File: config.mk
export PLATFORM = sky130hd
export DESIGN_NAME = mos6502s_operand_fetch
export DESIGN_NICKNAME = d
export VERILOG_FILES = /design/src/rtl/mos6502s_pkg.sv /design/src/rtl/mos6502s_fetch_addr_mux.sv /design/src/rtl/mos6502s_operand_fetch.sv
export SDC_FILE = /design/constraint.sdc
export NUM_CORES = 1
export LEC_CHECK = 0
export ABC_AREA = 1
export BUFFER_PORTS_ARGS = -buffer_cell sky130_fd_sc_hd__clkbuf_2
export CORE_MARGIN = 3
export CORE_UTILIZATION = 40
export CTS_BUF_LIST = sky130_fd_sc_hd__clkbuf_4
export CTS_CLUSTER_DIAMETER = 80
export DETAILED_ROUTE_END_ITERATION = 8
export GPL_TIMING_DRIVEN = 0
export PLACE_DENSITY = 0.69
export SLEW_MARGIN = 20
export SYNTH_ARGS = -nofsm -noshare
export SYNTH_HDL_FRONTEND = slang
export SYNTH_HIERARCHICAL = 1
export SYNTH_SLANG_ARGS = --single-unit
export TNS_END_PERCENT = 100
File: constraint.sdc
create_clock -name clk -period 3.05 [get_ports clk]
set_clock_uncertainty 0.1 [all_clocks]
set_input_delay 0.61 -clock clk [delete_from_list [all_inputs] [get_ports clk]]
set_output_delay 0.61 -clock clk [all_outputs]
set_load 0.005 [all_outputs]
File: src/rtl/mos6502s_pkg.sv
// rtl/mos6502s_pkg.sv - shared addressing-mode constants, fetch FSM states and operand-count helper
// Shared by the operand-fetch sequencer and the effective-address stage.
// Holds the 4-bit mode encoding, the fetch FSM state enum, and helpers
// that map a mode to its operand byte count.
package mos6502s_pkg;

  localparam logic [3:0] MODE_IMPLIED = 4'd0;
  localparam logic [3:0] MODE_ACCUM   = 4'd1;
  localparam logic [3:0] MODE_IMM     = 4'd2;
  localparam logic [3:0] MODE_ZP      = 4'd3;
  localparam logic [3:0] MODE_ZPX     = 4'd4;
  localparam logic [3:0] MODE_ZPY     = 4'd5;
  localparam logic [3:0] MODE_ABS     = 4'd6;
  localparam logic [3:0] MODE_ABSX    = 4'd7;
  localparam logic [3:0] MODE_ABSY    = 4'd8;
  localparam logic [3:0] MODE_IND     = 4'd9;
  localparam logic [3:0] MODE_INDX    = 4'd10;
  localparam logic [3:0] MODE_INDY    = 4'd11;
  localparam logic [3:0] MODE_REL     = 4'd12;
  localparam logic [3:0] MODE_STACK   = 4'd13;

  typedef enum logic [2:0] {
    ST_IDLE   = 3'd0,
    ST_OP_LO  = 3'd1,
    ST_OP_HI  = 3'd2,
    ST_PTR_LO = 3'd3,
    ST_PTR_HI = 3'd4,
    ST_DONE   = 3'd5
  } fetch_state_t;

  // Encodings 14 and 15 are unused and behave as implied.
  function automatic logic [3:0] normalize_mode(input logic [3:0] mode);
    logic [3:0] m;
    m = (mode > MODE_STACK) ? MODE_IMPLIED : mode;
    return m;
  endfunction

  // Number of operand bytes following the opcode (0, 1 or 2).
  function automatic logic [1:0] operand_count(input logic [3:0] mode);
    logic [1:0] n;
    n = 2'd0;
    case (mode)
      MODE_IMM, MODE_ZP, MODE_ZPX, MODE_ZPY,
      MODE_INDX, MODE_INDY, MODE_REL:           n = 2'd1;
      MODE_ABS, MODE_ABSX, MODE_ABSY, MODE_IND: n = 2'd2;
      default:                                  n = 2'd0;
    endcase
    return n;
  endfunction

endpackage

File: src/rtl/mos6502s_fetch_addr_mux.sv
// rtl/mos6502s_fetch_addr_mux.sv - read-address select for the operand-fetch sequencer
// Purely combinational. Picks the memory read address from the current
// fetch state and latched values, applying the 6502 wrap rules.
// Ports:
//   state       current fetch FSM state
//   mode        latched (normalized) addressing mode
//   pc          latched address of the first operand byte
//   operand_lo  captured first operand byte
//   operand_hi  captured second operand byte
//   x           latched X index
//   mem_addr    selected read address (0 outside read states)
module mos6502s_fetch_addr_mux
  import mos6502s_pkg::*;
(
  input  fetch_state_t state,
  input  logic [3:0]   mode,
  input  logic [15:0]  pc,
  input  logic [7:0]   operand_lo,
  input  logic [7:0]   operand_hi,
  input  logic [7:0]   x,
  output logic [15:0]  mem_addr
);

  logic [7:0] zp_ptr;

  always_comb begin
    // Zero-page pointer: (zp,X) adds X with 8-bit wrap, (zp),Y uses the operand as-is.
    zp_ptr   = (mode == MODE_INDX) ? operand_lo + x : operand_lo;
    mem_addr = 16'h0000;
    case (state)
      ST_OP_LO: mem_addr = pc;
      ST_OP_HI: mem_addr = pc + 16'd1;
      ST_PTR_LO: begin
        if (mode == MODE_IND) mem_addr = {operand_hi, operand_lo};
        else                  mem_addr = {8'h00, zp_ptr};
      end
      ST_PTR_HI: begin
        // High pointer byte never carries into the page byte: the (abs)
        // form keeps the NMOS page-wrap bug, the zero-page forms stay in page 0.
        if (mode == MODE_IND) mem_addr = {operand_hi, operand_lo + 8'd1};
        else                  mem_addr = {8'h00, zp_ptr + 8'd1};
      end
      default: mem_addr = 16'h0000;
    endcase
  end

endmodule

File: src/rtl/mos6502s_operand_fetch.sv
// rtl/mos6502s_operand_fetch.sv - operand and indirect-pointer fetch sequencer ahead of the address stage
// Reads the operand bytes of a decoded instruction, plus the two pointer
// bytes for the indirect modes, then pulses done with stable outputs.
// Ports:
//   clk, rst_n          clock, asynchronous active-low reset
//   start, mode         begin a fetch for the given addressing mode (IDLE only)
//   pc_in, x_reg        first operand address, X index
//   mem_addr, mem_rd    read request to the CPU memory port
//   mem_rdata, mem_ready read data and completion
//   operand_lo/hi       captured operand bytes
//   indirect_lo/hi      captured pointer bytes
//   pc_next             pc_in + operand count
//   busy, done          activity flag, one-cycle completion pulse
//   bus_error           qualifies done when a read timed out
module mos6502s_operand_fetch
  import mos6502s_pkg::*;
#(
  parameter int TIMEOUT = 255
)
(
  input  logic        clk,
  input  logic        rst_n,
  input  logic        start,
  input  logic [3:0]  mode,
  input  logic [15:0] pc_in,
  input  logic [7:0]  x_reg,
  output logic [15:0] mem_addr,
  output logic        mem_rd,
  input  logic [7:0]  mem_rdata,
  input  logic        mem_ready,
  output logic [7:0]  operand_lo,
  output logic [7:0]  operand_hi,
  output logic [7:0]  indirect_lo,
  output logic [7:0]  indirect_hi,
  output logic [15:0] pc_next,
  output logic        busy,
  output logic        done,
  output logic        bus_error
);

  localparam logic [8:0] TIMEOUT_LIM = 9'(TIMEOUT);
  localparam bit         TIMEOUT_EN  = (TIMEOUT != 0);

  fetch_state_t state_q, state_d;
  logic [3:0]   mode_q;
  logic [15:0]  pc_q;
  logic [7:0]   x_q;
  logic [7:0]   wait_q;
  logic         err_q;
  logic         rd_state;
  logic         timeout_hit;
  logic [8:0]   wait_inc;

  assign rd_state  = (state_q == ST_OP_LO) || (state_q == ST_OP_HI) ||
                     (state_q == ST_PTR_LO) || (state_q == ST_PTR_HI);
  assign wait_inc  = {1'b0, wait_q} + 9'd1;
  // A completing read always wins over the timeout on the same cycle.
  assign timeout_hit = TIMEOUT_EN && rd_state && !mem_ready && (wait_inc == TIMEOUT_LIM);

  assign mem_rd    = rd_state;
  assign busy      = (state_q != ST_IDLE);
  assign done      = (state_q == ST_DONE);
  assign bus_error = done && err_q;

  mos6502s_fetch_addr_mux u_addr_mux (
    .state      (state_q),
    .mode       (mode_q),
    .pc         (pc_q),
    .operand_lo (operand_lo),
    .operand_hi (operand_hi),
    .x          (x_q),
    .mem_addr   (mem_addr)
  );

  always_ff @(posedge clk or negedge rst_n) begin
    if (!rst_n) state_q <= ST_IDLE;
    else        state_q <= state_d;
  end

  always_comb begin
    state_d = state_q;
    case (state_q)
      ST_IDLE: begin
        if (start) state_d = (operand_count(mode) == 2'd0) ? ST_DONE : ST_OP_LO;
      end
      ST_OP_LO: begin
        if (mem_ready) begin
          if (operand_count(mode_q) == 2'd2)                         state_d = ST_OP_HI;
          else if (mode_q == MODE_INDX || mode_q == MODE_INDY)       state_d = ST_PTR_LO;
          else                                                       state_d = ST_DONE;
        end else if (timeout_hit) begin
          state_d = ST_DONE;
        end
      end
      ST_OP_HI: begin
        if (mem_ready)        state_d = (mode_q == MODE_IND) ? ST_PTR_LO : ST_DONE;
        else if (timeout_hit) state_d = ST_DONE;
      end
      ST_PTR_LO: begin
        if (mem_ready)        state_d = ST_PTR_HI;
        else if (timeout_hit) state_d = ST_DONE;
      end
      ST_PTR_HI: begin
        if (mem_ready || timeout_hit) state_d = ST_DONE;
      end
      ST_DONE: state_d = ST_IDLE;
      default: state_d = ST_IDLE;
    endcase
  end

  always_ff @(posedge clk or negedge rst_n) begin
    if (!rst_n) begin
      mode_q      <= 4'd0;
      pc_q        <= 16'h0000;
      x_q         <= 8'h00;
      wait_q      <= 8'h00;
      err_q       <= 1'b0;
      operand_lo  <= 8'h00;
      operand_hi  <= 8'h00;
      indirect_lo <= 8'h00;
      indirect_hi <= 8'h00;
      pc_next     <= 16'h0000;
    end else begin
      if (state_q == ST_IDLE && start) begin
        mode_q      <= normalize_mode(mode);
        pc_q        <= pc_in;
        x_q         <= x_reg;
        pc_next     <= pc_in + {14'd0, operand_count(mode)};
        operand_hi  <= 8'h00;
        indirect_lo <= 8'h00;
        indirect_hi <= 8'h00;
        err_q       <= 1'b0;
      end
      if (rd_state && mem_ready) begin
        case (state_q)
          ST_OP_LO:  operand_lo  <= mem_rdata;
          ST_OP_HI:  operand_hi  <= mem_rdata;
          ST_PTR_LO: indirect_lo <= mem_rdata;
          ST_PTR_HI: indirect_hi <= mem_rdata;
          default:   ;
        endcase
      end
      if (timeout_hit) err_q <= 1'b1;
      // Counter only runs while a read is stalled, so it is zero on entry to every read state.
      if (rd_state && !mem_ready) wait_q <= wait_q + 8'd1;
      else                        wait_q <= 8'h00;
    end
  end

endmodule

### Yosys cells after proc, flatten, opt, wreduce, memory -nomap -nowiden

Memory sizes are Yosys's and may differ from the RTL's.
Index checks and enable logic that the tools add are counted.

* eq/ne operators: 12
* multiplexer cells: 33
* reduce and logical (&&, ||, !) cells: 17
* bitwise operators: 0
* shift operators: 0
* add/subtract/negate cells: 7
* div/mod/pow operators: 0
* $lt $le $gt $ge: 1
* multipliers: 0

Operators with widths (count)
* 8-bit 2-to-1 mux: 11
* 16-bit case mux with 4 select lines: 1
* 16-bit 2-to-1 mux: 2
* 3-bit 2-to-1 mux: 10
* 8-bit by 1-bit adder with 8-bit output (second input constant): 3
* 16-bit by 1-bit adder with 16-bit output (second input constant): 1
* 16-bit by 2-bit adder with 16-bit output: 1
* 3-bit case mux with 5 select lines: 1
* 4-bit equality test (second input constant): 3
* 2-bit 2-to-1 mux: 5
* 8-bit by 1-bit adder with 9-bit output (second input constant): 1
* 9-bit by 8-bit equality test with 1-bit output (second input constant): 1
* 8-bit adder: 1
* 3-bit by 2-bit equality test with 1-bit output (second input constant): 2
* 3-bit equality test (second input constant): 2
* 1-bit logical AND: 5
* 1-bit logical OR: 5
* 4-bit greater-than comparator (second input constant): 1
* 4-bit 2-to-1 mux: 1
* 2-bit AND reduction: 2
* 3-bit by 1-bit equality test with 1-bit output (second input constant): 1
* 3-bit zero test: 1
* 3-bit nonzero test: 1
* 2-bit equality test (second input constant): 1
* 6 further kinds: 7

* word-level logic and storage cells: 84
* bits in latches: 0
* memory bits (writable): 0
* output and inout port bits: 68
* bits in registers: 88
* bits in read-only memories: 96
* memories: 3

Memory list
* (no name shown): depth 16, bits a word 2, read ports 1, clocked after Yosys merged registers in 0, write ports 0, line mos6502s_pkg.sv:42 `case (mode)`
* (no name shown): depth 16, bits a word 2, read ports 1, clocked after Yosys merged registers in 0, write ports 0, line mos6502s_pkg.sv:42
* (no name shown): depth 16, bits a word 2, read ports 1, clocked after Yosys merged registers in 0, write ports 0, line mos6502s_pkg.sv:42

### Logic depth before layout (Yosys ltp)

* word-level depth: 9
* depth in mapped cells: 16

### Hierarchy

The synthesis kept the hierarchy.

Modules (own cells, without submodules)
* mos6502s_operand_fetch: instances 1, sequential area each 2202.1 um^2, cells an instance 478, area each 4157.7 um^2
* mos6502s_fetch_addr_mux: instances 1, sequential area each 0.0 um^2, cells an instance 253, area each 1377.6 um^2

### Least setup slack after synthesis

OpenSTA, ideal clock, no wires.

* path type: input port to flip-flop
* start point: input mode[1]
* end point: register pc_next[12]
* data required time: 2.820 ns
* buffers on the path: 0
* slack: 0.100 ns
* stages: 14
* arrival: 2.720 ns
* library setup time: 0.130 ns
* cell sequence: inv_1 ha_1 nor2_1 a311o_1 inv_1 ha_1 inv_1 fa_1 nor3_2 nand4_1 nor2_1 inv_1 nor3_2 o211ai_1

* cells in the longest elaborated chain, start to end: 3

RTL lines
* from (decl): line mos6502s_operand_fetch.sv:24 `input logic [3:0] mode,`
* memory 16 x 2 bit
* 2-bit 2-to-1 mux: line mos6502s_operand_fetch.sv:124 `if (state_q == ST_IDLE && start) begin`
* 16-bit by 2-bit adder with 16-bit output: line mos6502s_operand_fetch.sv:128 `pc_next <= pc_in + {14'd0, operand_count(mode)};`
* to (signal assigned): line mos6502s_operand_fetch.sv:128
* to (decl): line mos6502s_operand_fetch.sv:35 `output logic [15:0] pc_next,`

No other way between the ends. The select of a mux whose other input is x is not followed.
A chain may end at the register's enable or synchronous reset.

### Final worst setup path

* start point: register x_q[0]
* end point: output mem_addr[7]

* cells in the longest elaborated chain, start to end: 5
* elaborated cells between the ends (all ways): 6

RTL lines
* from (decl): line mos6502s_operand_fetch.sv:47 `logic [7:0] x_q;`
* from (signal assigned): line mos6502s_operand_fetch.sv:127 `x_q <= x_reg;`
* 8-bit adder *: line mos6502s_fetch_addr_mux.sv:28 `zp_ptr = (mode == MODE_INDX) ? operand_lo + x : operand_lo;`
* 8-bit 2-to-1 mux *: line mos6502s_fetch_addr_mux.sv:28
* 8-bit by 1-bit adder with 8-bit output: line mos6502s_fetch_addr_mux.sv:41 `else mem_addr = {8'h00, zp_ptr + 8'd1};`
* 16-bit 2-to-1 mux: line mos6502s_fetch_addr_mux.sv:40 `if (mode == MODE_IND) mem_addr = {operand_hi, operand_lo + 8'd1};`
* 16-bit case mux with 4 select lines *: line mos6502s_fetch_addr_mux.sv:30 `case (state)`
* to (decl): line mos6502s_operand_fetch.sv:27 `output logic [15:0] mem_addr,`

Mark *: on every way between the ends. The rest lies on a longest branch, timed or not.

==> impl_metrics.json <==
{
  "drc_errors": 0,
  "violations": "negative setup slack",
  "cts_tree": "yes",
  "powerDensity_mw_per_mm2": 852,
  "tightest_slew_ns": 0.851,
  "hpwl_um": 11700,
  "die_h_um": 124,
  "utilization": 0.496,
  "cts.sinks": 88,
  "grt_pass1_wl_um": 24400,
  "setup_ws_ns": -0.310,
  "grt_antenna_before_repair": 0,
  "clock_latency_ns": 0.48,
  "chipWidth_um": 124,
  "die_area_mm2": 0.0153,
  "cts.htree.levels": 3,
  "rsz0062_at_grt": "yes",
  "synthArstFlopShare": 1.00,
  "slew_viol_final": 0,
  "pin_count": 108,
  "syn-cell-area_mm2": 0.00554,
  "crit_family": "simple AND/OR/NAND/NOR gates",
  "cp_num_buf_inv": 2,
  "placeableCoreArea_mm2": 0.0134,
  "final_cells": 1040,
  "via_per_inst": 5.11,
  "timing.hold.ws_ns": 0.0531,
  "finalPower_mw": 5.66,
  "ff2ff_path_depth": 9,
  "ys_warn_count": 6,
  "cp.depth": 14,
  "drv_cap": 0,
  "cp-start-kind": "flop",
  "critical_path_arrival_ns": 2.65,
  "area_growth_pct": 20.1,
  "dr.pass1.iters": 5,
  "path_cells": "ha_2, fa_1, nand3_2, nand2_2, buf_4, nand2_4, nor2_4, nand2_2, nor2_4, nand3_2, nand2_1, nand3_1, nand2_1, clkbuf_2",
  "gp_congestion": 0.912,
  "critical_path_class": "reg -> out",
  "initial_utilization": 0.413,
  "syn_inst": 731,
  "yosys.cell_types.count": 50,
  "worstPathRequired_ns": 2.34,
  "cts_buffers": 9,
  "wl_per_cell_um": 14.7,
  "status": "complete, but fails checks",
  "synth-edff-count": 0,
  "drt-initial-drc-count": 402,
  "post-route-min-period_ns": 3.36,
  "fin_area_mm2": 0.00665,
  "drtAntennaViolNets": 0,
  "synth_seq_cells": 88,
  "end_kind": "output port",
  "ir_drop_mv": 0.384,
  "max_stage_delay_ns": 0.53,
  "critical-path-slowest-cell": "fa_1",
  "syn_nets": 790,
  "cts_buffer_depth": 2,
  "synth_ff_type": "dfrtp_1",
  "max_freq_ghz": 0.298,
  "cts_root_buffer": "clkbuf_4",
  "dp_cells": 1013,
  "vias": 5311,
  "path_clk_slew_ns": 0.14,
  "synth_most_common_cell": "nand2_1",
  "p_leak_nw": 3.43,
  "post-place-ws_ns": -0.483,
  "grt_overflow": 0,
  "syn_avg_cell_area_um2": 7.57,
  "fin_setup_tns_ns": -1.31,
  "crit_path_max_fanout": 3,
  "fillers": 1341,
  "hold_viol_final": 0,
  "grt_max_degree": 89,
  "wirelength_um": 15300,
  "first_global_vias": 4881,
  "maxSlewHeadroom": 0.426,
  "synth.largest_area_cell": "dfrtp_1",
  "row_count": 42,
  "port_buffers": 106,
  "nets": 917,
  "hold_class": "in -> async",
  "synth_common_cells": "204 x nand2_1, 88 x dfrtp_1, 85 x inv_1",
  "synth_top_area_share": 0.398,
  "ys_seq_area_frac": 0.398,
  "synth_area_leaders": "dfrtp_1 40%, nand2_1 14%, nand3_1 7.2%, inv_1 5.8%, o21ai_0 4.8%",
  "grtUsageTotal": 0.206,
  "drive_gt1_frac": 0.265,
  "period_share": 1.10,
  "placed_area_mm2": 0.00629,
  "finalSetupViolCount": 6
}
[path summary, 6_finish.rpt]
check / from / end / slack [ns]
min reg2reg: pc_next[0] / pc_next[0] / 0.39
max reg2reg: state_q[1] / pc_next[4] / 1.20
min in group clk: x_reg[2] / x_q[2] / 0.22
max in group asynchronous: rst_n / state_q[0] / 2.24
min: rst_n / pc_next[2] / 0.05
max: x_q[0] / mem_addr[7] / -0.31
[state kept, by name, summed over array words and instances (netlist names), 8 cells and up]
register	cells
pc_next	16
pc_q	16
indirect_hi	8
indirect_lo	8
operand_hi	8
operand_lo	8
wait_q	8
x_q	8
[logic make-up (layout without fill, tap and decap cells)]
logic type / Yosys count / in the layout / share of synthesized area
XOR/XNOR: 7 / 7 / 0.0111
adder cells (fa/ha/maj): 19 / 19 / 0.0457
buffers and inverters: 113 / 245 / 0.0832
other: 0 / 1 / 0
AND/OR/NAND/NOR: 395 / 395 / 0.347
flip-flops: 88 / 88 / 0.398
AO/OA/AOI/OAI: 109 / 109 / 0.116
[power breakdown]
group | leakage, nW | total, mW | internal [mW] | switching, mW
Combinational | 2.23 | 2.87 | 1.16 | 1.71
Sequential | 1.13 | 2.09 | 1.58 | 0.509
Clock | 0.0749 | 0.706 | 0.259 | 0.447
Total | 3.43 | 5.66 | 3.00 | 2.66
[routing by layer]
metal	GRT usage	vias up	routed length, um
met1	0.287	2507	7050
li1	-	2647	-
met5	0	-	0
met2	0.319	132	7070
met3	0.0441	25	844
met4	0.0685	0	338
[timing repair]
action                     4_1_cts  5_1_grt
hold buffers                     0        0
gates resized for setup         10       28
gates cloned                     0        0
setup endpoints to repair       16       18
pin swaps                       10       13
buffers inserted                 4        6
[layout make-up]
cell class,instances,area [um^2],share of cell area
multi-input cells,530,2990,0.450
flip-flops and latches,88,2210,0.332
repair buffers,116,614,0.0924
inverters,95,359,0.0540
well taps,176,220,0.0331
plain buffers,18,103,0.0154
clock inverters,7,78.8,0.0119
clock buffers,9,67.6,0.0102
diodes,1,2.50,0.000376
[cells in the final DEF (no fill, tap or decap), drive strengths merged, types with 2 or more instances in the layout]
master and instances:
a21oi 18, a22oi 5, buf 29, clkbuf 114, clkinvlp 2, dfrtp 88
fa 2, ha 17, inv 98, nand2 221, nand3 85, nand3b 2
nand4 13, nor2 54, nor3 15, nor4 2, o2111ai 2, o211ai 7
o21ai 64, o21bai 3, o31ai 3, or2 2, xnor2 2, xor2 5
Note: power is estimated with default switching activity, not from simulation.
